==> src/rtl/br_pred_unit.sv <==
// Branch prediction and resolution unit.
// The fetch side looks up a PC-indexed table of saturating counters.
// The execute side resolves conditional branches and JALR, trains the table,
// raises a one-cycle registered redirect and keeps two performance counters.
module br_pred_unit #(
  parameter int unsigned XLEN        = 64,
  parameter int unsigned BHT_ENTRIES = 64,
  parameter int unsigned CTR_BITS    = 2
) (
  input  logic            clk,
  input  logic            rst,
  input  logic [XLEN-1:0] if_pc,
  input  logic [31:0]     if_ir,
  output logic            if_pr_taken,
  output logic [XLEN-1:0] if_pr_addr,
  input  logic            ex_valid,
  input  logic [XLEN-1:0] ex_pc,
  input  logic [31:0]     ex_ir,
  input  logic [XLEN-1:0] ex_rs1_data,
  input  logic [XLEN-1:0] ex_rs2_data,
  input  logic            ex_pr_taken,
  input  logic            stall,
  output logic            redir_valid,
  output logic [XLEN-1:0] redir_addr,
  output logic [31:0]     perf_br,
  output logic [31:0]     perf_miss
);

  localparam int unsigned IDX_W = (BHT_ENTRIES > 1) ? $clog2(BHT_ENTRIES) : 1;
  localparam logic [6:0] OP_BRANCH = 7'b1100011;
  localparam logic [6:0] OP_JALR   = 7'b1100111;
  localparam logic [CTR_BITS-1:0] CTR_INIT = CTR_BITS'((1 << (CTR_BITS - 1)) - 1);
  localparam logic [CTR_BITS-1:0] CTR_MAX  = '1;
  localparam logic [CTR_BITS-1:0] CTR_ONE  = CTR_BITS'(1);

  logic [CTR_BITS-1:0] ctr [BHT_ENTRIES];

  // Sign-extended B-type immediate
  function automatic logic [XLEN-1:0] b_imm(input logic [31:0] ir);
    return {{(XLEN-12){ir[31]}}, ir[7], ir[30:25], ir[11:8], 1'b0};
  endfunction

  // Sign-extended I-type immediate
  function automatic logic [XLEN-1:0] i_imm(input logic [31:0] ir);
    return {{(XLEN-12){ir[31]}}, ir[31:20]};
  endfunction

  // Fetch-side lookup (sees the table before any same-cycle update)
  logic [IDX_W-1:0] if_idx;
  logic             if_is_br;
  assign if_idx      = if_pc[IDX_W+1:2];
  assign if_is_br    = (if_ir[6:0] == OP_BRANCH);
  assign if_pr_taken = if_is_br & ctr[if_idx][CTR_BITS-1];
  assign if_pr_addr  = if_pr_taken ? (if_pc + b_imm(if_ir)) : (if_pc + XLEN'(4));

  // Execute-side decode; anything behind a live redirect is wrong-path
  logic [IDX_W-1:0] ex_idx;
  logic [2:0]       ex_f3;
  logic             ex_fire;
  logic             ex_is_br;
  logic             ex_is_jalr;
  logic             ex_taken;
  logic             ex_miss;
  assign ex_idx     = ex_pc[IDX_W+1:2];
  assign ex_f3      = ex_ir[14:12];
  assign ex_fire    = ex_valid & ~stall & ~redir_valid;
  assign ex_is_jalr = (ex_ir[6:0] == OP_JALR);
  assign ex_is_br   = (ex_ir[6:0] == OP_BRANCH) & (ex_f3 != 3'b010) & (ex_f3 != 3'b011);
  assign ex_miss    = ex_is_br & (ex_taken != ex_pr_taken);

  // Branch condition evaluation by funct3
  always_comb begin
    ex_taken = 1'b0;
    case (ex_f3)
      3'b000:  ex_taken = (ex_rs1_data == ex_rs2_data);
      3'b001:  ex_taken = (ex_rs1_data != ex_rs2_data);
      3'b100:  ex_taken = ($signed(ex_rs1_data) <  $signed(ex_rs2_data));
      3'b101:  ex_taken = ($signed(ex_rs1_data) >= $signed(ex_rs2_data));
      3'b110:  ex_taken = (ex_rs1_data <  ex_rs2_data);
      3'b111:  ex_taken = (ex_rs1_data >= ex_rs2_data);
      default: ex_taken = 1'b0;
    endcase
  end

  // Train the counter of a resolved branch, saturating at both ends
  always_ff @(posedge clk or posedge rst) begin
    if (rst) begin
      for (int unsigned i = 0; i < BHT_ENTRIES; i++) begin
        ctr[IDX_W'(i)] <= CTR_INIT;
      end
    end else if (ex_fire && ex_is_br) begin
      if (ex_taken && (ctr[ex_idx] != CTR_MAX)) begin
        ctr[ex_idx] <= ctr[ex_idx] + CTR_ONE;
      end else if (!ex_taken && (ctr[ex_idx] != '0)) begin
        ctr[ex_idx] <= ctr[ex_idx] - CTR_ONE;
      end
    end
  end

  // Redirect pulse/target and performance counters
  always_ff @(posedge clk or posedge rst) begin
    if (rst) begin
      redir_valid <= 1'b0;
      redir_addr  <= '0;
      perf_br     <= '0;
      perf_miss   <= '0;
    end else begin
      redir_valid <= 1'b0;
      if (ex_fire && ex_is_jalr) begin
        redir_valid <= 1'b1;
        redir_addr  <= (ex_rs1_data + i_imm(ex_ir)) & ~XLEN'(1);
      end else if (ex_fire && ex_is_br) begin
        perf_br <= perf_br + 32'd1;
        if (ex_miss) begin
          perf_miss   <= perf_miss + 32'd1;
          redir_valid <= 1'b1;
          redir_addr  <= ex_taken ? (ex_pc + b_imm(ex_ir)) : (ex_pc + XLEN'(4));
        end
      end
    end
  end

  // Instruction fields this unit never looks at
  logic unused_bits;
  assign unused_bits = ^{if_ir[24:12], ex_ir[19:15]};

endmodule
==> config.mk <==
export PLATFORM = sky130hd
export DESIGN_NAME = br_pred_unit
export DESIGN_NICKNAME = d
export VERILOG_FILES = /design/src/rtl/br_pred_unit.sv
export SDC_FILE = /design/constraint.sdc
export NUM_CORES = 2
export LEC_CHECK = 0
export CAP_MARGIN = 20
export CORE_MARGIN = 4
export CORE_UTILIZATION = 60
export CTS_BUF_LIST = sky130_fd_sc_hd__clkbuf_4 sky130_fd_sc_hd__clkbuf_8
export CTS_CLUSTER_SIZE = 14
export DETAILED_ROUTE_END_ITERATION = 8
export GPL_TIMING_DRIVEN = 1
export HOLD_SLACK_MARGIN = 0.12
export PLACE_DENSITY = 0.95
export SLEW_MARGIN = 30
export SYNTH_ARGS = -nofsm -noshare
export SYNTH_HDL_FRONTEND = slang
export SYNTH_SLANG_ARGS = --single-unit
==> constraint.sdc <==
create_clock -name clk -period 16.61 [get_ports clk]
set_clock_uncertainty 0.05 [all_clocks]
set_input_delay 3.322 -clock clk [delete_from_list [all_inputs] [get_ports clk]]
set_output_delay 3.322 -clock clk [all_outputs]
set_load 0.02 [all_outputs]
; ---- Word level (Yosys, flattened, before mapping)
; Index checks and enable logic that the tools add are counted.
; Widths: inputs -> output; s select.
[classes]
add_sub_neg = 9
n_lt_le_gt_ge = 7
eq_ne = 14
mux = 21
bitwise_logic = 11
reduce_logical = 15
[op_table]
columns = operator, count
row1 = $mux 64, 5
row2 = $bwmux 128, 2
row3 = $mux 128, 2
row4 = $add 64x64->64, 3
row5 = $add 64x3->64 const B, 2
row6 = $ge 64x64->1, 2
row7 = $lt 64x64->1, 2
row8 = $add 32x1->32 const B, 2
row9 = $eq 64x64->1, 1
row10 = $ne 64x64->1, 1
row11 = $bmux 2 s6, 2
row12 = $eq 7x7->1 const B, 3
row13 = $ge 7x7->1 const B, 2
row14 = $not 6->7, 2
row15 = $demux 2 s6, 1
row16 = $eq 3x3->1 const B, 4
row17 = $mux 2, 5
row18 = $reduce_bool 2->1, 4
row19 = $lt 7x1->1 const B, 1
row20 = $and 1x1->1, 6
row21 = $ne 3x2->1 const B, 2
row22 = $pmux 1 s6, 1
row23 = $reduce_and 2->1, 3
row24 = $logic_and 1x1->1, 5
row25 = 10 further kinds, 14
[word_totals]
regBits = 257
in_bits = 325
output_inout_bits = 194
wordCells = 145

; ---- Depth between registers and ports, before layout
[logic_depth]
word_depth = 8
mapped_depth = 22
mapped_depth_nobuf = 16

; ---- Worst setup path before layout
; OpenSTA, ideal clock, no wires.
[synth_timing]
kind = input port to output port
start = in if_pc[2]
end = out if_pr_addr[35]
arrival_ns = 6.589
required_time_ns = 13.238
slack_ns = 6.649
path_stages = 15
cell_sequence = buf_4 inv_1 fa_1 nor2b_1 o31a_1 o21ai_0 o21ai_0 a2111oi_2 o31a_1 o221ai_1 a21oi_1 o31ai_1 a211oi_1 xor2_1 mux2i_1
[synth_between]
elab_chain_cells = 6
[synth_lines]
columns = element, line
row1 = start: declaration, 12  ; input logic [XLEN-1:0] if_pc,
row2 = branches (longest 5 deep; another with $add 64x3->64), --
row3 = $mux 64 (*), 54  ; assign if_pr_addr = if_pr_taken ? (if_pc + b_imm(if_ir)) : (if_pc + XLEN'(4));
row4 = end: declaration, 15  ; output logic [XLEN-1:0] if_pr_addr,
; Mark *: on every way between the ends. The select of a mux whose other input is x is not followed.

; ---- Worst setup path in the final report
[layout_timing]
start = in if_pc[4]
end = out if_pr_addr[57]
; The elaborated chain is that of the path after synthesis.

==> results by group <==
GRT
  – First-pass GRT wire length: 148 mm
  – Initial antenna violation count: 12
  – Largest net degree at the start of global routing: 126
  – Overall Global Routing Usage: 36.7%
  – Vias in the first global route: 27800
  – Gr ovfl total: 0

Floorplan
  – IO Count: 519
  – Chip Width: 222 um
  – Starting Density: 60.5%
  – Die height: 222 um
  – Die ar.: 49200 um^2
  – Core area: 45300 um^2
  – Std cell rows: 78

Routing
  – Via count: 28700
  – Drt first-iter violations: 2918
  – Post-route DRC: 0
  – Wirelength per Cell: 21.7 um
  – Via density: 6.51
  – Drt pass-1 iters: 8
  – Final wirelength: 95.4 mm
  – Antenna Nets Post-Route: 0

Logic synthesis
  – Number of flops mapped to enable cells by yosys: 0
  – Netlist cell types: 89
  – Mapped Area: 27400 um^2
  – Synthesized area per cell: 8.22 um^2
  – Syn_nets: 3920
  – Register area share after synthesis: 23.8%
  – Cells after synthesis: 3336
  – Yosys warns: 0
  – Asr flop ratio synth: 100%
  – Top_reg_cell synth: dfrtp_1
  – Seq cells post-synth: 257

Critical path
  – Crit path arrival time: 8.86 ns
  – CP Launch Point: if_pc[4]
  – Worst Setup End Kind: primary output
  – Critical path required time: 13.24 ns
  – Startpoint Class: primary input
  – Worst Path Max Fanout: 11
  – Critical path class: in -> out

Clocking
  – Post-CTS setup buffer count: 0
  – CTS buffer count: 47
  – Total clock sinks: 257
  – Hold_buf cts: 0
  – Bufs on Longest Clock Path: 3
  – H-Tree Depth: 2
  – Root buffer cell: clkbuf_8
  – Post_cts resized: 0
  – Skew-Pair Late Insertion Delay: 0.64 ns
  – Clock-pin slew on the worst setup and hold paths: 0.06 ns
  – CTS tree: built

Pwr
  – P_leak: 15.1 nW
  – Sequential Power Share: 30.2%
  – Sw Share: 36.4%
  – P per Cell Area: 64.1 nW/um^2
  – Clock network power share: 31.9%
  – Worst VDD drop: 60.4 uV
  – Internal cell power: 1.38 mW
  – Combinational Power Share: 37.9%
  – Net Sw Power: 0.790 mW

Placement
  – DP Worst Slack: 4.00 ns
  – Gpl congestion: 0.985
  – IO buf count: 498
  – Placed inst area: 32700 um^2
  – Final HPWL DP: 72.2 mm
  – Dpl cells: 4306

STA
  – Setup_tns: 0 ns
  – Final period utilization: 73.6%
  – Worst-Margin Slew: 1.07 ns
  – Final setup vio count: 0
  – Final Slew Violations: 0
  – Final hold violations: 0
  – Final worst slack: 4.38 ns
  – Post-layout min period: 12.23 ns
  – Fmax achieved: 81.8 MHz
  – Worst rel slew slack: 28.5%
  – RSZ-0062 raised after global routing: false

Job
  – MaxCap Viol Count: 0

Finish
  – Fin area: 33800 um^2
  – Area grow syn2layout: 23.4%
  – Share of cells above drive strength 1: 8.94%
  – Utilization after layout: 74.7%
  – Final cell count without fillers: 4404
  – Final net count: 4339
  – Filler instances: 3232

Hold path
  – Hold Startpoint: redir_addr[10]
  – Hold crit path type: reg -> reg

Status
  – Status: complete, no violations
[per-layer routing]
layer / global-route usage [%] / wire, um
met5: 0 / 25
met1: 43.7 / 35700
met2: 61.0 / 44200
met4: 20.9 / 6260
met3: 8.49 / 9250
[layout by cell type (no fill, tap or decap), types with 52 or more instances in the layout]
cell type / n
clkdlybuf4s50_1: 495
nand2_1: 324
a21oi_1: 274
ha_1: 256
nor2_1: 204
xnor2_1: 204
dfrtp_1: 193
o21ai_0: 181
xor2_1: 152
a21o_1: 140
inv_1: 132
nand3_1: 123
mux2_2: 112
nand4_1: 97
a211oi_1: 81
and3_1: 68
dfstp_2: 64
clkbuf_8: 60
nor3_1: 52
[synth_stat cells (24+ instances only)]
| cell | n | area share (%) |
|---|---|---|
| ha_1 | 256 | 12 |
| a21o_1 | 140 | 3.8 |
| xnor2_1 | 204 | 6.5 |
| inv_1 | 133 | 1.8 |
| nor4_1 | 30 | 0.68 |
| nand3_1 | 123 | 2.2 |
| a21oi_1 | 274 | 5.0 |
| nor2_1 | 204 | 2.8 |
| a22oi_1 | 28 | 0.77 |
| and2_1 | 24 | 0.55 |
| nor3_1 | 52 | 0.95 |
| a211oi_1 | 82 | 2.2 |
| o21a_1 | 25 | 0.68 |
| nor2b_1 | 26 | 0.59 |
| and4_1 | 26 | 0.83 |
| nand4_1 | 97 | 2.2 |
| dfrtp_1 | 193 | 18 |
| o21bai_1 | 33 | 0.90 |
| o22ai_1 | 39 | 0.89 |
| mux2_2 | 112 | 4.6 |
| o21ai_0 | 181 | 3.3 |
| dfstp_2 | 64 | 6.1 |
| clkbuf_1 | 119 | 1.6 |
| and3_1 | 68 | 1.6 |
| a31oi_1 | 28 | 0.64 |
| nand2_1 | 325 | 4.4 |
| xor2_1 | 153 | 4.9 |
[cell type report]
| type | instances | area [um^2] | share of cell area [%] |
|---|---|---|---|
| well taps | 600 | 751 | 2.22 |
| clock buffers | 73 | 923 | 2.73 |
| diodes | 10 | 25.0 | 0.0739 |
| multi-input cells | 2794 | 19800 | 58.6 |
| flip-flops and latches | 257 | 6510 | 19.2 |
| repair buffers | 520 | 5140 | 15.2 |
| clock inverters | 15 | 148 | 0.436 |
| inverters | 135 | 519 | 1.53 |
[metrics by stage]
stage	hold slack, ns	power, mW
after floorplan	0.408	1.17
after global placement	0.410	1.45
after detailed placement	0.420	1.46
after CTS	0.428	2.16
after global routing	0.440	2.27
final	0.432	2.17
[critical path, cell delays in order]
cell and delay, ns:
clkdlybuf4s50_1 0.93, ha_1 0.38, o21a_1 0.18, o31a_1 0.12, o21ai_0 0.36, o21ai_0 0.33
a2111oi_2 0.65, nor4_1 0.18, o21bai_1 0.44, a2bb2oi_1 0.31, a31oi_1 0.20, a21oi_1 0.23
xnor2_1 0.12, mux2i_1 0.39, clkdlybuf4s50_1 0.71
[final timing paths]
kind / slack (ns) / to / cells after the start
min reg2reg: 0.43 / redir_addr[10] / 1
max: 4.38 / if_pr_addr[57] / 15
min in group asynchronous: 3.15 / perf_miss[12] / 2
max in group asynchronous: 11.45 / ctr[41] / 4
min: 0.43 / redir_addr[10] / 1
max reg2reg: 12.28 / ctr[49] / 12
[kinds of logic after synthesis]
kind of cell,after synthesis,share of synthesized area (%)
AOI/OAI and AO/OA,974,22.9
xor gates and xnor gates,357,11.4
adders and majority gates,259,11.9
buffers and inverters,285,4.14
DFF,257,23.8
muxes,147,6.88
and+or+nand+nor,1057,19.1
[power by group through the flow]
stage                     clock (mW)  combinational, mW  sequential [mW]
after floorplan                    0              0.489            0.684
after global placement             0              0.785            0.666
after detailed placement           0              0.798            0.666
after CTS                      0.697              0.805            0.656
after global routing           0.726              0.888            0.657
final                          0.692              0.821            0.656
No activity file was read; power rests on OpenSTA's default activity.
